===== config.mk =====
export PLATFORM = sky130hd
export DESIGN_NAME = proc_core_param
export DESIGN_NICKNAME = d
export VERILOG_FILES = /design/src/rtl/proc_pkg.sv /design/src/rtl/proc_alu.sv /design/src/rtl/proc_core_param.sv
export SDC_FILE = /design/constraint.sdc
export NUM_CORES = 1
export LEC_CHECK = 0
export ABC_AREA = 0
export BUFFER_PORTS_ARGS = -buffer_cell sky130_fd_sc_hd__buf_4
export CAP_MARGIN = 0
export CORE_ASPECT_RATIO = 1.1
export CORE_MARGIN = 4
export CORE_UTILIZATION = 50
export DETAILED_ROUTE_END_ITERATION = 8
export PLACE_DENSITY = 0.78
export RECOVER_POWER = 100
export REMOVE_ABC_BUFFERS = 1
export SLEW_MARGIN = 20
export SYNTH_ARGS = -nofsm -noshare
export SYNTH_HDL_FRONTEND = slang
export SYNTH_SLANG_ARGS = --single-unit

===== constraint.sdc =====
create_clock -name clk -period 5.3 [get_ports clk]
set_input_delay 0.795 -clock clk [delete_from_list [all_inputs] [get_ports clk]]
set_output_delay 0.795 -clock clk [all_outputs]
set_load 0.01 [all_outputs]

===== src/rtl/proc_pkg.sv =====
// rtl/proc_pkg.sv - shared opcode/state types, flag indices and opcode attributes
// Optional feature macro: PROC_MUL_EN (opcode C becomes MUL when defined).
package proc_pkg;

  typedef enum logic [3:0] {
    OP_NOP  = 4'h0,
    OP_ADD  = 4'h1,
    OP_SUB  = 4'h2,
    OP_AND  = 4'h3,
    OP_OR   = 4'h4,
    OP_XOR  = 4'h5,
    OP_NAND = 4'h6,
    OP_SHL  = 4'h7,
    OP_SHR  = 4'h8,
    OP_MOV  = 4'h9,
    OP_LDI  = 4'hA,
    OP_BZ   = 4'hB,
    OP_MUL  = 4'hC,
    OP_NOPD = 4'hD,
    OP_NOPE = 4'hE,
    OP_HALT = 4'hF
  } opcode_t;

  typedef enum logic [2:0] {
    S_FETCH,
    S_DECODE,
    S_EXEC,
    S_WB,
    S_HALT
  } state_t;

  localparam int FLAG_Z = 0;
  localparam int FLAG_C = 1;
  localparam int FLAG_N = 2;

  // Opcodes that write their result to regs[dest].
  function automatic logic op_writes(input opcode_t op);
    case (op)
      OP_ADD, OP_SUB, OP_AND, OP_OR, OP_XOR, OP_NAND,
      OP_SHL, OP_SHR, OP_MOV, OP_LDI: return 1'b1;
`ifdef PROC_MUL_EN
      OP_MUL: return 1'b1;
`endif
      default: return 1'b0;
    endcase
  endfunction

  // Opcodes that update the {N, C, Z} status flags.
  function automatic logic op_sets_flags(input opcode_t op);
    case (op)
      OP_ADD, OP_SUB, OP_AND, OP_OR, OP_XOR, OP_NAND,
      OP_SHL, OP_SHR: return 1'b1;
`ifdef PROC_MUL_EN
      OP_MUL: return 1'b1;
`endif
      default: return 1'b0;
    endcase
  endfunction

endpackage


===== src/rtl/proc_alu.sv =====
// rtl/proc_alu.sv - combinational ALU producing result and {N, C, Z} flags
// Ports: op (opcode), a/b (operands; b carries the immediate for LDI), r (result), flags.
// Optional feature macro: PROC_MUL_EN adds the low-half multiplier for opcode C.
module proc_alu
  import proc_pkg::*;
#(
  parameter int DATA_W = 8
) (
  input  logic [3:0]        op,
  input  logic [DATA_W-1:0] a,
  input  logic [DATA_W-1:0] b,
  output logic [DATA_W-1:0] r,
  output logic [2:0]        flags
);

  logic [DATA_W:0] sum;
  logic [DATA_W:0] diff;
  logic            c;

  assign sum  = {1'b0, a} + {1'b0, b};
  // Top bit of the widened difference is the borrow (set when a < b unsigned).
  assign diff = {1'b0, a} - {1'b0, b};

`ifdef PROC_MUL_EN
  logic [2*DATA_W-1:0] prod;
  assign prod = {{DATA_W{1'b0}}, a} * {{DATA_W{1'b0}}, b};
`endif

  always_comb begin
    r = '0;
    c = 1'b0;
    case (opcode_t'(op))
      OP_ADD:  begin r = sum[DATA_W-1:0];  c = sum[DATA_W];  end
      OP_SUB:  begin r = diff[DATA_W-1:0]; c = diff[DATA_W]; end
      OP_AND:  r = a & b;
      OP_OR:   r = a | b;
      OP_XOR:  r = a ^ b;
      OP_NAND: r = ~(a & b);
      OP_SHL:  begin r = {a[DATA_W-2:0], 1'b0}; c = a[DATA_W-1]; end
      OP_SHR:  begin r = {1'b0, a[DATA_W-1:1]}; c = a[0];        end
      OP_MOV:  r = a;
      OP_LDI:  r = b;
`ifdef PROC_MUL_EN
      OP_MUL:  begin r = prod[DATA_W-1:0]; c = |prod[2*DATA_W-1:DATA_W]; end
`endif
      default: begin r = '0; c = 1'b0; end
    endcase
  end

  assign flags[FLAG_Z] = (r == '0);
  assign flags[FLAG_C] = c;
  assign flags[FLAG_N] = r[DATA_W-1];

endmodule


===== src/rtl/proc_core_param.sv =====
// rtl/proc_core_param.sv - parametrised multi-cycle core: register bank, ALU, control FSM
// Ports: clk/rst (sync active-high), instr_req/instr_addr/instr_valid/instr_data (fetch bus),
//        pc, status {N,C,Z}, halted, dbg_addr/dbg_data (combinational register read-back).
// Optional feature macro: PROC_MUL_EN (opcode C = MUL; otherwise NOP).
module proc_core_param
  import proc_pkg::*;
#(
  parameter int DATA_W = 8,
  parameter int ADDR_W = 3,
  parameter int PC_W   = 8
) (
  input  logic                  clk,
  input  logic                  rst,
  output logic                  instr_req,
  output logic [PC_W-1:0]       instr_addr,
  input  logic                  instr_valid,
  input  logic [4+3*ADDR_W-1:0] instr_data,
  output logic [PC_W-1:0]       pc,
  output logic [2:0]            status,
  output logic                  halted,
  input  logic [ADDR_W-1:0]     dbg_addr,
  output logic [DATA_W-1:0]     dbg_data
);

  localparam int INSTR_W = 4 + 3 * ADDR_W;
  localparam int NREGS   = 2 ** ADDR_W;

  state_t              state;
  logic [INSTR_W-1:0]  ir;
  logic [DATA_W-1:0]   regs [NREGS];
  logic [DATA_W-1:0]   op_a;
  logic [DATA_W-1:0]   op_b;
  logic [DATA_W-1:0]   res;
  logic [2:0]          res_flags;
  logic [DATA_W-1:0]   alu_r;
  logic [2:0]          alu_flags;

  opcode_t             op;
  logic [ADDR_W-1:0]   dest;
  logic [ADDR_W-1:0]   src1;
  logic [ADDR_W-1:0]   src2;
  logic [2*ADDR_W-1:0] imm;

  assign op   = opcode_t'(ir[INSTR_W-1 -: 4]);
  assign dest = ir[3*ADDR_W-1 -: ADDR_W];
  assign src1 = ir[2*ADDR_W-1 -: ADDR_W];
  assign src2 = ir[ADDR_W-1:0];
  assign imm  = {src1, src2};

  assign instr_addr = pc;
  assign dbg_data   = regs[dbg_addr];

  proc_alu #(.DATA_W(DATA_W)) u_alu (
    .op    (ir[INSTR_W-1 -: 4]),
    .a     (op_a),
    .b     (op_b),
    .r     (alu_r),
    .flags (alu_flags)
  );

  always_ff @(posedge clk) begin
    if (rst) begin
      state     <= S_FETCH;
      pc        <= '0;
      status    <= '0;
      halted    <= 1'b0;
      instr_req <= 1'b0;
      ir        <= '0;
      op_a      <= '0;
      op_b      <= '0;
      res       <= '0;
      res_flags <= '0;
      for (int i = 0; i < NREGS; i++) regs[i] <= '0;
    end else begin
      case (state)
        S_FETCH: begin
          // The request is raised one cycle into FETCH after reset, so a
          // handshake only counts once instr_req is actually visible.
          if (instr_req && instr_valid) begin
            ir        <= instr_data;
            instr_req <= 1'b0;
            state     <= S_DECODE;
          end else begin
            instr_req <= 1'b1;
          end
        end
        S_DECODE: begin
          // Operands are latched here, before any writeback, so dest == src is safe.
          op_a  <= regs[src1];
          op_b  <= (op == OP_LDI) ? DATA_W'(imm) : regs[src2];
          state <= S_EXEC;
        end
        S_EXEC: begin
          res       <= alu_r;
          res_flags <= alu_flags;
          state     <= S_WB;
        end
        S_WB: begin
          if (op_writes(op)) regs[dest] <= res;
          if (op_sets_flags(op)) status <= res_flags;
          // BZ sees status as left by the previous instruction; BZ never sets flags.
          if (op == OP_BZ && status[FLAG_Z]) pc <= PC_W'(imm);
          else                               pc <= pc + PC_W'(1);
          if (op == OP_HALT) begin
            halted <= 1'b1;
            state  <= S_HALT;
          end else begin
            instr_req <= 1'b1;
            state     <= S_FETCH;
          end
        end
        S_HALT: begin
          halted    <= 1'b1;
          instr_req <= 1'b0;
        end
        default: state <= S_FETCH;
      endcase
    end
  end

endmodule


==> summary.md <==
| Metric | Value |
|---|---|
| Starting density of the core | `0.514` |
| Clock buffer count from CTS | `17` |
| Max-cap violation count | `1` |
| Sequential fraction of the synthesis area | `0.402` |
| Slew margin rel. | `-0.996` |
| CTS root buf | `clkbuf_16` |
| Pwr Density | `roughly 320 nW/µm²` |
| Setup bufs post-CTS | `0` |
| Largest net degree at the start of global routing | `roughly 70` |
| Fin crit share | `0.744` |
| Die ar. | `about 18,000 µm²` |
| R2r endpoint | `regs[1][1]` |
| Share of layout cells above drive strength 1 | `0.152` |
| Mapped Area | `7760 µm²` |
| PostCTS Resize Cnt | `0` |
| Met3 Track Usage GR | `0.0516` |
| Hold endpoint | `halted` |
| Chip Height | `approximately 140 µm` |
| DR pass1 iterations | `6` |
| CP max FO | `67` |
| Remaining DRCs | `0` |
| RSZ-0062 raised after global routing | `false` |
| Initial antenna violation count | `0` |
| Layout Skew | `just under 0.007 ns` |
| Gr ovfl total | `0` |
| Core footprint | `between 15,000 and 20,000 µm²` |
| Vias/cell | `roughly 6.3` |
| Final design utilization | `0.568` |
| Die width | `about 130 µm` |
| Period minus WS final | `3.94 ns` |
| Hold Fails Final Rpt | `0` |
| Max Fclk | `254 MHz` |
| Clock transition at the registers of the reported paths | `0.05 ns` |
| Library cells used by synthesis | `64` |
| Slew Limit Fails | `68` |
| IO Count | `48` |
| Failing checks | `max-capacitance violations, max-slew violations` |
| Worst r2r path cells | `4` |
| Worst-Margin Slew | `roughly 3.0 ns` |
| GRT met1 Usage | `0.299` |
| Setup WS post-layout | `approximately 1.4 ns` |
| Startpoint types | `input pin` |
| FF+latch count, synth | `roughly 120` |
| R2R setup slack | `2.14 ns` |
| DP HPWL | `around 15 mm` |
| Detailed Route WL | `roughly 20 mm` |
| CP Capture Type | `register` |
| Met2 usage | `0.386` |
| CP arrival | `3.99 ns` |
| Routed Antenna Nets | `0` |
| RD Place Congestion | `a little over 1` |
| Post-synth EDFFs | `64` |
| DR WL/cell | `roughly 21 µm` |
| I/O Buffers | `47` |
| Hold crit path type | `register to register` |
| Synth-to-Final Area Change | `10.5%` |
| Ys async rst share | `0` |
| Pleak | `roughly 2.9 nW` |
| Total Routing Usage GR | `0.232` |
| # diodes | `0` |
| Worst Path Required | `5.35 ns` |
| Vias | `6,073` |
| Max Root-Sink Buffers | `2` |
| Synthesized area per cell | `roughly 11 µm²` |
| Clk Latency, worst-skew pair | `0.41 ns` |
| Worst VDD drop | `288 µV` |
| Aggregate negative setup slack | `0 ns` |
| First-pass GRT wire length | `32.3 mm` |
| Setup CP Type | `input pin to register` |
| Pre-CTS setup slack | `2.37 ns` |
| CTS tree | `yes` |
| Gr busiest metal | `met2` |
| Hold path cells | `2` |
| Hold wc startpoint | `halted` |
| Top FF cell, synth | `edfxtp_1` |
| 1st-iter DRT viols | `around 680` |
| Site row count | `47` |
| Post-Syn Instances | `738` |
| Vias in the first global route | `5,929` |
| Final setup viols | `0` |
| Reg-to-Reg Start | `state[0]` |
| Synth warnings | `0` |
| Status | `finished, violations left` |
| Fin nets | `800` |
| Hold_buf cts | `0` |
| H-Tree Depth | `4` |
| Clk sinks | `~120` |
-- state kept, by name (all words and copies together) (netlist names), named ones only --
signal,flops
instr_req,1
op_a,8
res,8
halted,1
res_flags,2
regs,64
state,3
ir,13
instr_addr,8
status,3
op_b,8
-- Yosys cell counts (9+ instances only) --
cell type	number	area, µm²
mux2_2	12	135
edfxtp_1	64	1920
and2_1	64	400
nor2b_1	9	56.3
a211oi_1	18	135
nand2_1	65	244
a21oi_1	52	260
buf_2	15	75.1
nand3_1	15	75.1
o21ai_0	13	65.1
inv_1	28	105
mux4_2	49	1100
dfxtp_1	60	1200
clkbuf_1	26	97.6
ha_1	29	363
nor3_1	15	75.1
nor2_1	45	169
mux2i_1	22	220
-- cells by family after synthesis --
group,Yosys count,synth area share
DFF,124,0.402
buffers and inverters,83,0.0483
muxes,83,0.188
xor gates and xnor gates,7,0.00790
and+or+nand+nor,264,0.178
adders and majority gates,30,0.0493
AOI/OAI and AO/OA,147,0.126
-- worst max path at each step --
stage,from,end,slack (ns),cells after the start
3_3_place_gp,rst,regs[2][4],2.43,4
6_report,rst,regs[6][5],1.36,4
4_1_cts,dbg_addr[0],dbg_data[5],2.41,4
2_1_floorplan,dbg_addr[0],dbg_data[0],2.96,2
5_1_grt,rst,regs[6][5],1.11,4
3_5_place_dp,rst,regs[2][5],2.37,4
-- power breakdown --
part / total (mW) / internal (mW) / switching (mW)
combinational: 0.396 / 0.182 / 0.214
sequential: 1.17 / 1.06 / 0.110
clock: 1.14 / 0.729 / 0.410
-- metal layers --
layer | vias to the layer above | routed length (µm)
met5 | - | 0
met2 | 323 | 10200
met4 | 0 | 545
met1 | 2919 | 7920
li1 | 2775 | -
met3 | 56 | 1630
-- layout by cell type (no fill, tap or decap), drive strengths merged, types with 4 or more instances in the layout --
| cell | n |
|---|---|
| and3 | 5 |
| mux2i | 22 |
| edfxtp | 64 |
| xnor2 | 4 |
| dfxtp | 60 |
| buf | 20 |
| nor2 | 45 |
| nor3 | 16 |
| nor2b | 9 |
| or2 | 8 |
| or3 | 5 |
| a21oi | 52 |
| mux4 | 49 |
| mux2 | 12 |
| nor3b | 6 |
| o211ai | 7 |
| clkinvlp | 4 |
| clkbuf | 47 |
| nand2b | 8 |
| o31ai | 6 |
| ha | 29 |
| and2 | 65 |
| o21ai | 13 |
| nand2 | 65 |
| clkinv | 6 |
| a211oi | 19 |
| o21bai | 5 |
| inv | 28 |
| o221ai | 5 |
| nand3 | 16 |
| nand4 | 7 |
| a22oi | 5 |
| a31oi | 6 |
-- final cells by class --
type	instances	area, µm²
multi-input cells	531	4270
inverters	28	105
fillers	1232	6530
well taps	196	245
repair buffers	49	259
clock inverters	13	151
clock buffers	18	429
flip-flops and latches	124	3120
-- worst max-delay path, stage by stage --
cell	delay, ns
clkbuf_1	1.05
or4b_2	1.16
nor2_1	0.44
or2_0	0.52
-- stage by stage --
step                      area [µm²]  total power [mW]  cells  hold WS (ns)
after floorplan                 7490              1.42    683         0.431
after CTS                       8700              2.71    959         0.452
after detailed placement        8120              1.58    928         0.444
after global routing            8580              2.80    959         0.486
after global placement          8110              1.57    928         0.439
final                           8580              2.71    959         0.447
(Power assumes the default switching activity.)
